$ cat src/rtl/score_ram_arbiter.sv
// Shares the single-port score RAM between two round-robin players (saturating increment / clear) and a display reader.
// Grant->ack is 3 cycles for increment and 1 for clear, 3 to disp_valid; requests are held until ack/valid. Optional max_score tracking: SCORE_MAX_TRACK_EN.
module score_ram_arbiter #(
   parameter int AW       = 4,
   parameter int DW       = 4,
   parameter int SAT_MAX  = 15,
   parameter int DISP_AGE = 3
) (
   input  logic          clk,
   input  logic          reset,
   input  logic          p0_req,
   input  logic [AW-1:0] p0_id,
   input  logic          p0_clr,
   output logic          p0_ack,
   input  logic          p1_req,
   input  logic [AW-1:0] p1_id,
   input  logic          p1_clr,
   output logic          p1_ack,
   input  logic          disp_req,
   input  logic [AW-1:0] disp_id,
   output logic          disp_valid,
   output logic [DW-1:0] disp_data,
   output logic [AW-1:0] ram_address,
   output logic [DW-1:0] ram_data,
   output logic          ram_wren,
   input  logic [DW-1:0] ram_q,
   output logic          busy,
   output logic [DW-1:0] max_score
);

   localparam int AGE_W = $clog2(DISP_AGE + 1);

   typedef enum logic [2:0] {IDLE, RD, WT, WR, DOUT} state_t;
   typedef enum logic [1:0] {OWN_P0, OWN_P1, OWN_DISP} owner_t;

   state_t           state, state_nxt;
   owner_t           owner;
   logic             rr;
   logic [AGE_W-1:0] age;
   logic             age_full;
   logic             grant_p0, grant_p1, grant_disp, grant_any;
   logic [DW-1:0]    inc_val;

   assign age_full  = (age >= AGE_W'(DISP_AGE));
   assign grant_any = grant_p0 | grant_p1 | grant_disp;
   assign inc_val   = (ram_q == DW'(SAT_MAX)) ? DW'(SAT_MAX) : ram_q + DW'(1);

   // Display only overtakes players once it has lost DISP_AGE decisions in a row.
   always_comb begin
      grant_p0   = 1'b0;
      grant_p1   = 1'b0;
      grant_disp = 1'b0;
      if (state == IDLE) begin
         if (disp_req && (!(p0_req || p1_req) || age_full))
            grant_disp = 1'b1;
         else if (p0_req && (!p1_req || !rr))
            grant_p0 = 1'b1;
         else if (p1_req)
            grant_p1 = 1'b1;
      end
   end

   always_ff @(posedge clk) begin
      if (reset) state <= IDLE;
      else       state <= state_nxt;
   end

   always_comb begin
      state_nxt = state;
      case (state)
         IDLE: begin
            if (grant_disp)    state_nxt = RD;
            else if (grant_p0) state_nxt = p0_clr ? WR : RD;
            else if (grant_p1) state_nxt = p1_clr ? WR : RD;
         end
         RD:      state_nxt = WT;
         WT:      state_nxt = (owner == OWN_DISP) ? DOUT : WR;
         WR:      state_nxt = IDLE;
         DOUT:    state_nxt = IDLE;
         default: state_nxt = IDLE;
      endcase
   end

   always_comb begin
      ram_wren   = (state == WR);
      p0_ack     = (state == WR) && (owner == OWN_P0);
      p1_ack     = (state == WR) && (owner == OWN_P1);
      disp_valid = (state == DOUT);
      busy       = (state != IDLE);
   end

   // Address, owner and write data are captured at grant so requester inputs may change freely afterwards.
   always_ff @(posedge clk) begin
      if (reset) begin
         owner       <= OWN_P0;
         rr          <= 1'b0;
         age         <= '0;
         ram_address <= '0;
         ram_data    <= '0;
         disp_data   <= '0;
      end else begin
         if (grant_disp) begin
            owner       <= OWN_DISP;
            ram_address <= disp_id;
            age         <= '0;
         end else if (grant_p0) begin
            owner       <= OWN_P0;
            ram_address <= p0_id;
            rr          <= 1'b1;
            if (p0_clr) ram_data <= '0;
         end else if (grant_p1) begin
            owner       <= OWN_P1;
            ram_address <= p1_id;
            rr          <= 1'b0;
            if (p1_clr) ram_data <= '0;
         end
         if (grant_any && !grant_disp && disp_req && !age_full)
            age <= age + AGE_W'(1);
         if (state == WT) begin
            if (owner == OWN_DISP) disp_data <= ram_q;
            else                   ram_data  <= inc_val;
         end
      end
   end

`ifdef SCORE_MAX_TRACK_EN
   always_ff @(posedge clk) begin
      if (reset)
         max_score <= '0;
      else if ((state == WR) && (ram_data > max_score))
         max_score <= ram_data;
   end
`else
   assign max_score = '0;
`endif

endmodule

$ cat config.mk
export PLATFORM = sky130hd
export DESIGN_NAME = score_ram_arbiter
export DESIGN_NICKNAME = d
export VERILOG_FILES = /design/src/rtl/score_ram_arbiter.sv
export SDC_FILE = /design/constraint.sdc
export NUM_CORES = 1
export LEC_CHECK = 0
export ABC_AREA = 1
export BUFFER_PORTS_ARGS = -buffer_cell sky130_fd_sc_hd__buf_2
export CAP_MARGIN = 30
export CORE_ASPECT_RATIO = 1.2
export CORE_MARGIN = 3
export CORE_UTILIZATION = 49
export CTS_CLUSTER_SIZE = 10
export DETAILED_ROUTE_END_ITERATION = 8
export PLACE_DENSITY = 0.78
export SLEW_MARGIN = 20
export SYNTH_ARGS = -nofsm -noshare
export SYNTH_HDL_FRONTEND = slang
export SYNTH_SLANG_ARGS = --single-unit
export TNS_END_PERCENT = 100
$ cat constraint.sdc
create_clock -name clk -period 1.47 [get_ports clk]
set_input_delay 0.0735 -clock clk [delete_from_list [all_inputs] [get_ports clk]]
set_output_delay 0.0735 -clock clk [all_outputs]
set_load 0.02 [all_outputs]
==> impl_summary.txt, run 1 <==
----------------------------------------------------
[Worst setup path]
  Worst Setup Start Kind ... register
  Critical path class ... reg2out
  Critical Path Sink Type ... output pin
  Data required, critical path ... 1400 ps
  Count of cells along the worst register-to-register path ... 8
  Maximum fanout along the worst path ... 4
  Reg-to-reg critical path endpoint ... age[1]
  Critical path arrival ... 1360 ps
  Critical path destination ... p1_ack
  Worst setup path startpoint ... state[0]
  Worst reg2reg setup slack ... roughly 70 ps
  FF-to-FF Start ... age[0]

[Placement]
  Number of I/O port buffers ... 39
  Setup slack at placement ... roughly 44 ps
  Weighted congestion reported at the end of routability-driven placement ... 0.827
  DP Wirelength ... about 2.1 mm

[Layout]
  Layout cell share with drive strength beyond 1 ... between 30% and 40%
  Area used by sequential logic in the layout ... just over 400 µm²
  Filler Cells Inserted ... ~230
  Multi-input logic area ... between 700 and 800 µm²
  Number of antenna cells inserted ... 0
  Area Overhead vs Synth ... 24.1%
  Final #Nets ... 254

[Logic synthesis]
  Compound-Gate Fraction of Synth Area ... 13.8%
  Fraction of the mapped netlist area in adder cells ... ~1.9%
  Flop and latch count out of synthesis ... 20
  Number of unique standard cell types used by synthesis ... 27
  Mean instance size in the synthesized netlist ... between 7 and 8 µm²
  Synthesis Warnings ... 0
  Fraction of the mapped netlist area in simple logic gates ... between 30% and 40%
  Combined area of all synthesized cells ... about 0.0013 mm²
  Instance count of the mapped netlist ... between 150 and 200
  Post-Synth XOR/XNOR Area ... less than 1%
  Largest family of logic cells by synthesized area ... simple AND/OR/NAND/NOR gates
  Part of the Yosys area used for sequential elements ... between 30% and 40%
  Multiplexer share of the synthesized area ... 0%

[Route]
  Iteration count of the initial detailed-routing pass ... 4
  Routed WL ... approximately 2.9 mm
  Average detailed-routed wire length per instance ... 11.3 µm
  Antenna-violating nets left ... 0
  Ratio of routed vias to standard cells ... about 4.8
  Residual DRC count ... 0
  Total via count in the routed design ... roughly 1200
  Violation count after the first detailed-routing iteration ... 29

[Power and ir drop]
  Post-layout power ... around 2.0 mW
  Total power density per cell area ... ~1200 mW/mm²
  Cell leakage power ... around 0.84 nW
  Worst vdd ir ... approximately 830 µV

[GRT]
  Via count of the first global-routing pass ... 1072
  GRT Residual Overflow ... 0
  Antenna violations before repair ... 0
  Largest net degree at the start of global routing ... 14
  Global-route total usage across every layer ... between 10% and 20%
  Wire length of the first global-routing pass ... ~4.5 mm

[Floorplan]
  Core Region ... ~0.0024 mm²
  Die Outline Area ... about 0.0033 mm²
  Width of the die ... ~53 µm
  Top Ports ... 44
  Number of core rows ... 19
  Effective utilization at floorplan ... roughly 54%
  Floorplan die height ... 62.3 µm

[Run]
  Number of violations of the max-capacitance limit ... 0

[Timing]
  Final setup violation count ... 0
  Maximum clock rate ... between 0.6 and 0.7 GHz
  Final worst-path cycle share ... 97.5%
  Post-layout worst setup margin ... 37.4 ps
  Final hold violation count ... 0
  Worst clock skew ... roughly 3.4 ps
  Clock period minus worst slack ... about 1400 ps
  Count of pins over their slew limit ... 0
  Worst Hold Slack ... 34.2 ps

[Clock network]
  Count of H-tree levels built during CTS ... 1
  Clock root buffer ... sky130_fd_sc_hd__clkbuf_4
  Number of buffers inserted by hold repair at cts ... 0
  Clock latency at the later pin of the worst-skew pair ... ~300 ps
  Number of buffers added by the clock tree synthesis step ... 3
  Clock-pin slew reported for the worst setup and hold paths after clock tree synthesis ... 110 ps
  Maximum buffer depth of the clock tree ... 2
  Clock Sink Count ... 20
  TritonCTS clock tree ... yes

[Run status]
  Result of the run ... finished clean

[Hold path]
  Hold WC Path Type ... in2reg

----------------------------------------------------
[sequential cells by signal, indices dropped and copies added (netlist names)]
register	flops
disp_data	4
state	3
ram_address	4
owner	2
ram_data	4
rr	1
age	2
[cells by family (layout without fill, tap and decap cells)]
logic type      Yosys count  count (layout)
simple gates             86              86
buf+inv                  43              87
compound gates           27              27
flops                    20              20
fa+ha+maj                 2               2
other cells               1               4
xor+xnor                  1               1
[area by class of cell]
type                       count  share of cell area [%]
timing repair buffer          48                    16.7
inverter                      36                    8.42
clock buffer                   3                    1.40
multi-input combinational    120                    45.8
tap                           31                    2.42
sequential                    20                    25.3
[placed cells by master, fill, tap and decap left out, types with 3 or more instances in the layout]
cell / count
sky130_fd_sc_hd__clkbuf_4: 3
sky130_fd_sc_hd__nor2_1: 21
sky130_fd_sc_hd__nand4_1: 4
sky130_fd_sc_hd__buf_4: 11
sky130_fd_sc_hd__dfxtp_1: 17
sky130_fd_sc_hd__inv_2: 3
sky130_fd_sc_hd__a21oi_1: 9
sky130_fd_sc_hd__nand2_1: 25
sky130_fd_sc_hd__conb_1: 4
sky130_fd_sc_hd__inv_1: 33
sky130_fd_sc_hd__nor2_2: 5
sky130_fd_sc_hd__o21ai_0: 8
sky130_fd_sc_hd__nor3_2: 3
sky130_fd_sc_hd__nand3_1: 13
sky130_fd_sc_hd__buf_2: 37
sky130_fd_sc_hd__a21oi_2: 8
[synthesized netlist by cell type, drive strengths merged]
master	count	area, µm²
conb	1	3.75
nor2	30	173
a21oi	17	115
inv	36	135
nand4	6	50.0
o211ai	1	7.51
nor3	4	20.0
buf	7	60.1
xnor2	1	8.76
ha	2	25.0
dfxtp	20	400
o21ai	9	56.3
nand2	29	126
nand3	16	105
nand3b	1	7.51
[power by group]
part	switching (mW)	internal [mW]	leakage (nW)
clock	0.166	0.0957	0.0138
combinational	0.603	0.390	0.664
sequential	0.0695	0.643	0.165
[worst max-delay path: stages, from the launching register on]
cell                      delay [ps]
sky130_fd_sc_hd__dfxtp_4         410
sky130_fd_sc_hd__inv_2            60
sky130_fd_sc_hd__nor3_2          190
sky130_fd_sc_hd__inv_1           100
sky130_fd_sc_hd__nor3_2          120
sky130_fd_sc_hd__buf_4           160
[layer usage]
metal  track usage, %  vias to the layer above  part of all wire (%)
met5                0                        -                     0
met4             6.39                        0                   1.2
met3             3.83                        3                   7.1
met2             28.1                       38                    49
met1             22.2                      536                    43
li1                 -                      657                     -
[how the worst min path moves through the flow]
stage / slack (ps) / startpoint / cells after the start / endpoint
2_1_floorplan: 210 / ram_q[0] / 2 / disp_data[0]
3_3_place_gp: 350 / ram_q[1] / 3 / disp_data[1]
3_5_place_dp: 340 / ram_q[1] / 3 / disp_data[1]
4_1_cts: 30 / ram_q[1] / 3 / disp_data[1]
5_1_grt: 40 / reset / 2 / age[0]
6_report: 30 / reset / 2 / age[0]
[stage by stage]
stage	std cells	cell area [µm²]	TNS [ps]	util [%]
floorplan	183	1310	-89.6	-
detailed placement	248	1500	0	62.4
global route	258	1610	-81.7	66.9
global placement	248	1500	0	62.4
CTS	251	1520	0	63.4
finish	258	1610	0	66.9
[what timing repair did]
| item | 4_1_cts | 5_1_grt |
|---|---|---|
| pin swaps | 0 | 5 |
| endpoints found under the setup margin | 2 | 14 |
| setup buffers | 0 | 7 |
| gates resized for setup | 1 | 11 |
Power figures use the tool's default switching activity.
==> run 2: changes to the inputs <==
--- a/config.mk
+++ b/config.mk
@@ -13,6 +13,7 @@
 export CORE_UTILIZATION = 49
 export CTS_CLUSTER_SIZE = 10
 export DETAILED_ROUTE_END_ITERATION = 8
+export GPL_ROUTABILITY_DRIVEN = 0
 export PLACE_DENSITY = 0.78
 export SLEW_MARGIN = 20
 export SYNTH_ARGS = -nofsm -noshare
==> constraint.sdc (replaced) <==
create_clock -name clk -period 1.47 [get_ports clk]
set_input_delay 0.147 -clock clk [delete_from_list [all_inputs] [get_ports clk]]
set_output_delay 0.147 -clock clk [all_outputs]
set_load 0.02 [all_outputs]
==> run 2 against run 1 <==
Against the previous run: worst setup slack got worse by 30 ps; combinational power about the same; via count hardly changed; hold slack improved by 77 ps; die area unchanged; clock power about the same; sequential power is 1% lower; clock-buffer cell count unchanged; critical endpoint unchanged; largest cell class unchanged; largest power group unchanged.
==> impl_summary.txt, run 2 (same netlist as run 1, synthesis figures left out) <==
----------------------------------------------------
[Run status]
  Result of the run ... finished clean

[Clock network]
  Number of buffers added by the clock tree synthesis step ... 3 (unchanged)
  Clock root buffer ... sky130_fd_sc_hd__clkbuf_4
  Clock latency at the later pin of the worst-skew pair ... 300 ps (about the same)
  Maximum buffer depth of the clock tree ... 2 (unchanged)
  Clock-pin slew reported for the worst setup and hold paths after clock tree synthesis ... 110 ps (about the same)
  TritonCTS clock tree ... yes
  Count of H-tree levels built during CTS ... 1 (unchanged)
  Number of buffers inserted by hold repair at cts ... 0 (unchanged)
  Clock Sink Count ... 20 (unchanged)

[Timing]
  Final setup violation count ... 0 (unchanged)
  Count of pins over their slew limit ... 0 (unchanged)
  Post-layout worst setup margin ... 7.33 ps (-30.1 ps)
  Worst clock skew ... 4.51 ps (+1.07 ps)
  Clock period minus worst slack ... 1460 ps (+30.1 ps)
  Unrepaired setup endpoints after global routing ... true
  Final worst-path cycle share ... 99.5% (+2.0 points)
  Maximum clock rate ... 0.684 GHz (-2.1%)
  Final hold violation count ... 0 (unchanged)

[Layout]
  Filler Cells Inserted ... 232 (-0.43%)
  Layout cell share with drive strength beyond 1 ... 39.2% (+0.44 points)
  Top library cells by usage in the layout, fill and taps aside ... 37 x sky130_fd_sc_hd__buf_2, 32 x sky130_fd_sc_hd__inv_1, 25 x sky130_fd_sc_hd__nand2_1, 21 x sky130_fd_sc_hd__nor2_1, 17 x sky130_fd_sc_hd__dfxtp_1
  Number of cells in the finished layout apart from fillers ... 258 (unchanged)
  Area used by sequential logic in the layout ... 407 µm² (unchanged)
  Number of antenna cells inserted ... 0 (unchanged)
  Largest registers ... disp_data x4, ram_address x4, ram_data x4
  Most frequent standard cell in the layout excluding fill and tap cells ... sky130_fd_sc_hd__buf_2
  Final #Nets ... 254 (unchanged)
  Multi-input logic area ... 741 µm² (+0.85%)
  Area Overhead vs Synth ... 24.8%

[Power and ir drop]
  Cell leakage power ... 0.842 nW (about the same)
  Worst vdd ir ... 757 µV (-8.4%)
  Total power density per cell area ... 1220 mW/mm² (-0.43%)

[Worst setup path]
  Worst reg2reg setup slack ... 70 ps (about the same)
  Data required, critical path ... 1320 ps (-80 ps)
  Critical path arrival ... 1320 ps (-40 ps)
  Worst Setup Start Kind ... register
  Critical path class ... reg2out
  Maximum fanout along the worst path ... 4 (unchanged)
  Critical Path Sink Type ... output pin

[Floorplan]
  Effective utilization at floorplan ... 53.9% (unchanged)
  Floorplan die height ... 62.3 µm (unchanged)
  Top Ports ... 44 (unchanged)
  Width of the die ... 52.9 µm (unchanged)
  Die Outline Area ... 0.00330 mm² (unchanged)
  Number of core rows ... 19 (unchanged)
  Core Region ... 0.00240 mm² (unchanged)

[Run]
  Number of violations of the max-capacitance limit ... 0 (unchanged)

[Route]
  Violation count after the first detailed-routing iteration ... 38 (+31%)
  Ratio of routed vias to standard cells ... 4.79 (about the same)
  Average detailed-routed wire length per instance ... 11.3 µm (+0.10%)
  Residual DRC count ... 0 (unchanged)
  Antenna-violating nets left ... 0 (unchanged)
  Iteration count of the initial detailed-routing pass ... 4 (unchanged)
  Total via count in the routed design ... 1235 (+0.081%)
  Routed WL ... 2.91 mm (+0.10%)

[Placement]
  DP Wirelength ... 2.11 mm (unchanged)
  Setup slack at placement ... 44.5 ps (unchanged)
  Post-Place Cells ... 248 (unchanged)
  Number of I/O port buffers ... 39 (unchanged)

[GRT]
  Antenna violations before repair ... 0 (unchanged)
  Largest net degree at the start of global routing ... 14 (unchanged)
  Wire length of the first global-routing pass ... 4.56 mm (+1.2%)
  Global-route total usage across every layer ... 17.6% (+0.23 points)
  GRT Residual Overflow ... 0 (unchanged)
  Via count of the first global-routing pass ... 1074 (+0.19%)

[Hold path]
  Hold WC Path Type ... in2reg

----------------------------------------------------
-- run 2: worst max-delay path: stages, from the launching register on --
cell	delay, ps
sky130_fd_sc_hd__dfxtp_4	390
sky130_fd_sc_hd__inv_4	50
sky130_fd_sc_hd__nor3_4	190
sky130_fd_sc_hd__inv_2	70
sky130_fd_sc_hd__nor3_2	160
sky130_fd_sc_hd__buf_4	160
-- run 2: cell type report --
type | count | area share [%]
Multi-Input combinational cell | 120 | 45.9
Timing Repair Buffer | 48 | 16.6
Inverter | 36 | 8.53
Tap cell | 31 | 2.40
Clock buffer | 3 | 1.40
Sequential cell | 20 | 25.2
-- run 2: final timing paths --
check | startpoint | end | depth (start not counted)
worst max-delay path | state[0] | p1_ack | 5
worst min-delay path | reset | age[0] | 2
worst max register to register | age[0] | age[1] | 8
worst min register to register | ram_data[0] | ram_data[0] | 2
-- run 2: stage by stage --
step	hold WS [ps]	utilization [%]	power [mW]	area, µm²	setup TNS, ps
final	111	67.2	1.97	1610	0
after global routing	120	67.2	2.12	1610	-72.8
after CTS	104	63.6	1.88	1530	0
after detailed placement	414	62.4	1.61	1500	0
after global placement	421	62.4	1.60	1500	0
after floorplan	282	-	1.43	1310	-237
-- run 2: report_power, final --
part           switching [mW]  internal (mW)  total [mW]
logic                   0.615          0.390        1.00
registers              0.0623          0.643       0.705
clock network           0.165         0.0957       0.260
total                   0.842           1.13        1.97
-- run 2: timing repair --
item | 4_1_cts | 5_1_grt
gates resized for setup | 3 | 12
pin swaps | 0 | 6
setup buffers | 0 | 7
setup endpoints to repair | 2 | 15
-- run 2: metal layers --
metal	vias up	track usage [%]	routed length (µm)
li1	661	-	-
met1	534	22.3	1260
met2	37	28.7	1410
met3	3	3.83	213
met4	0	6.39	29
met5	-	0	0
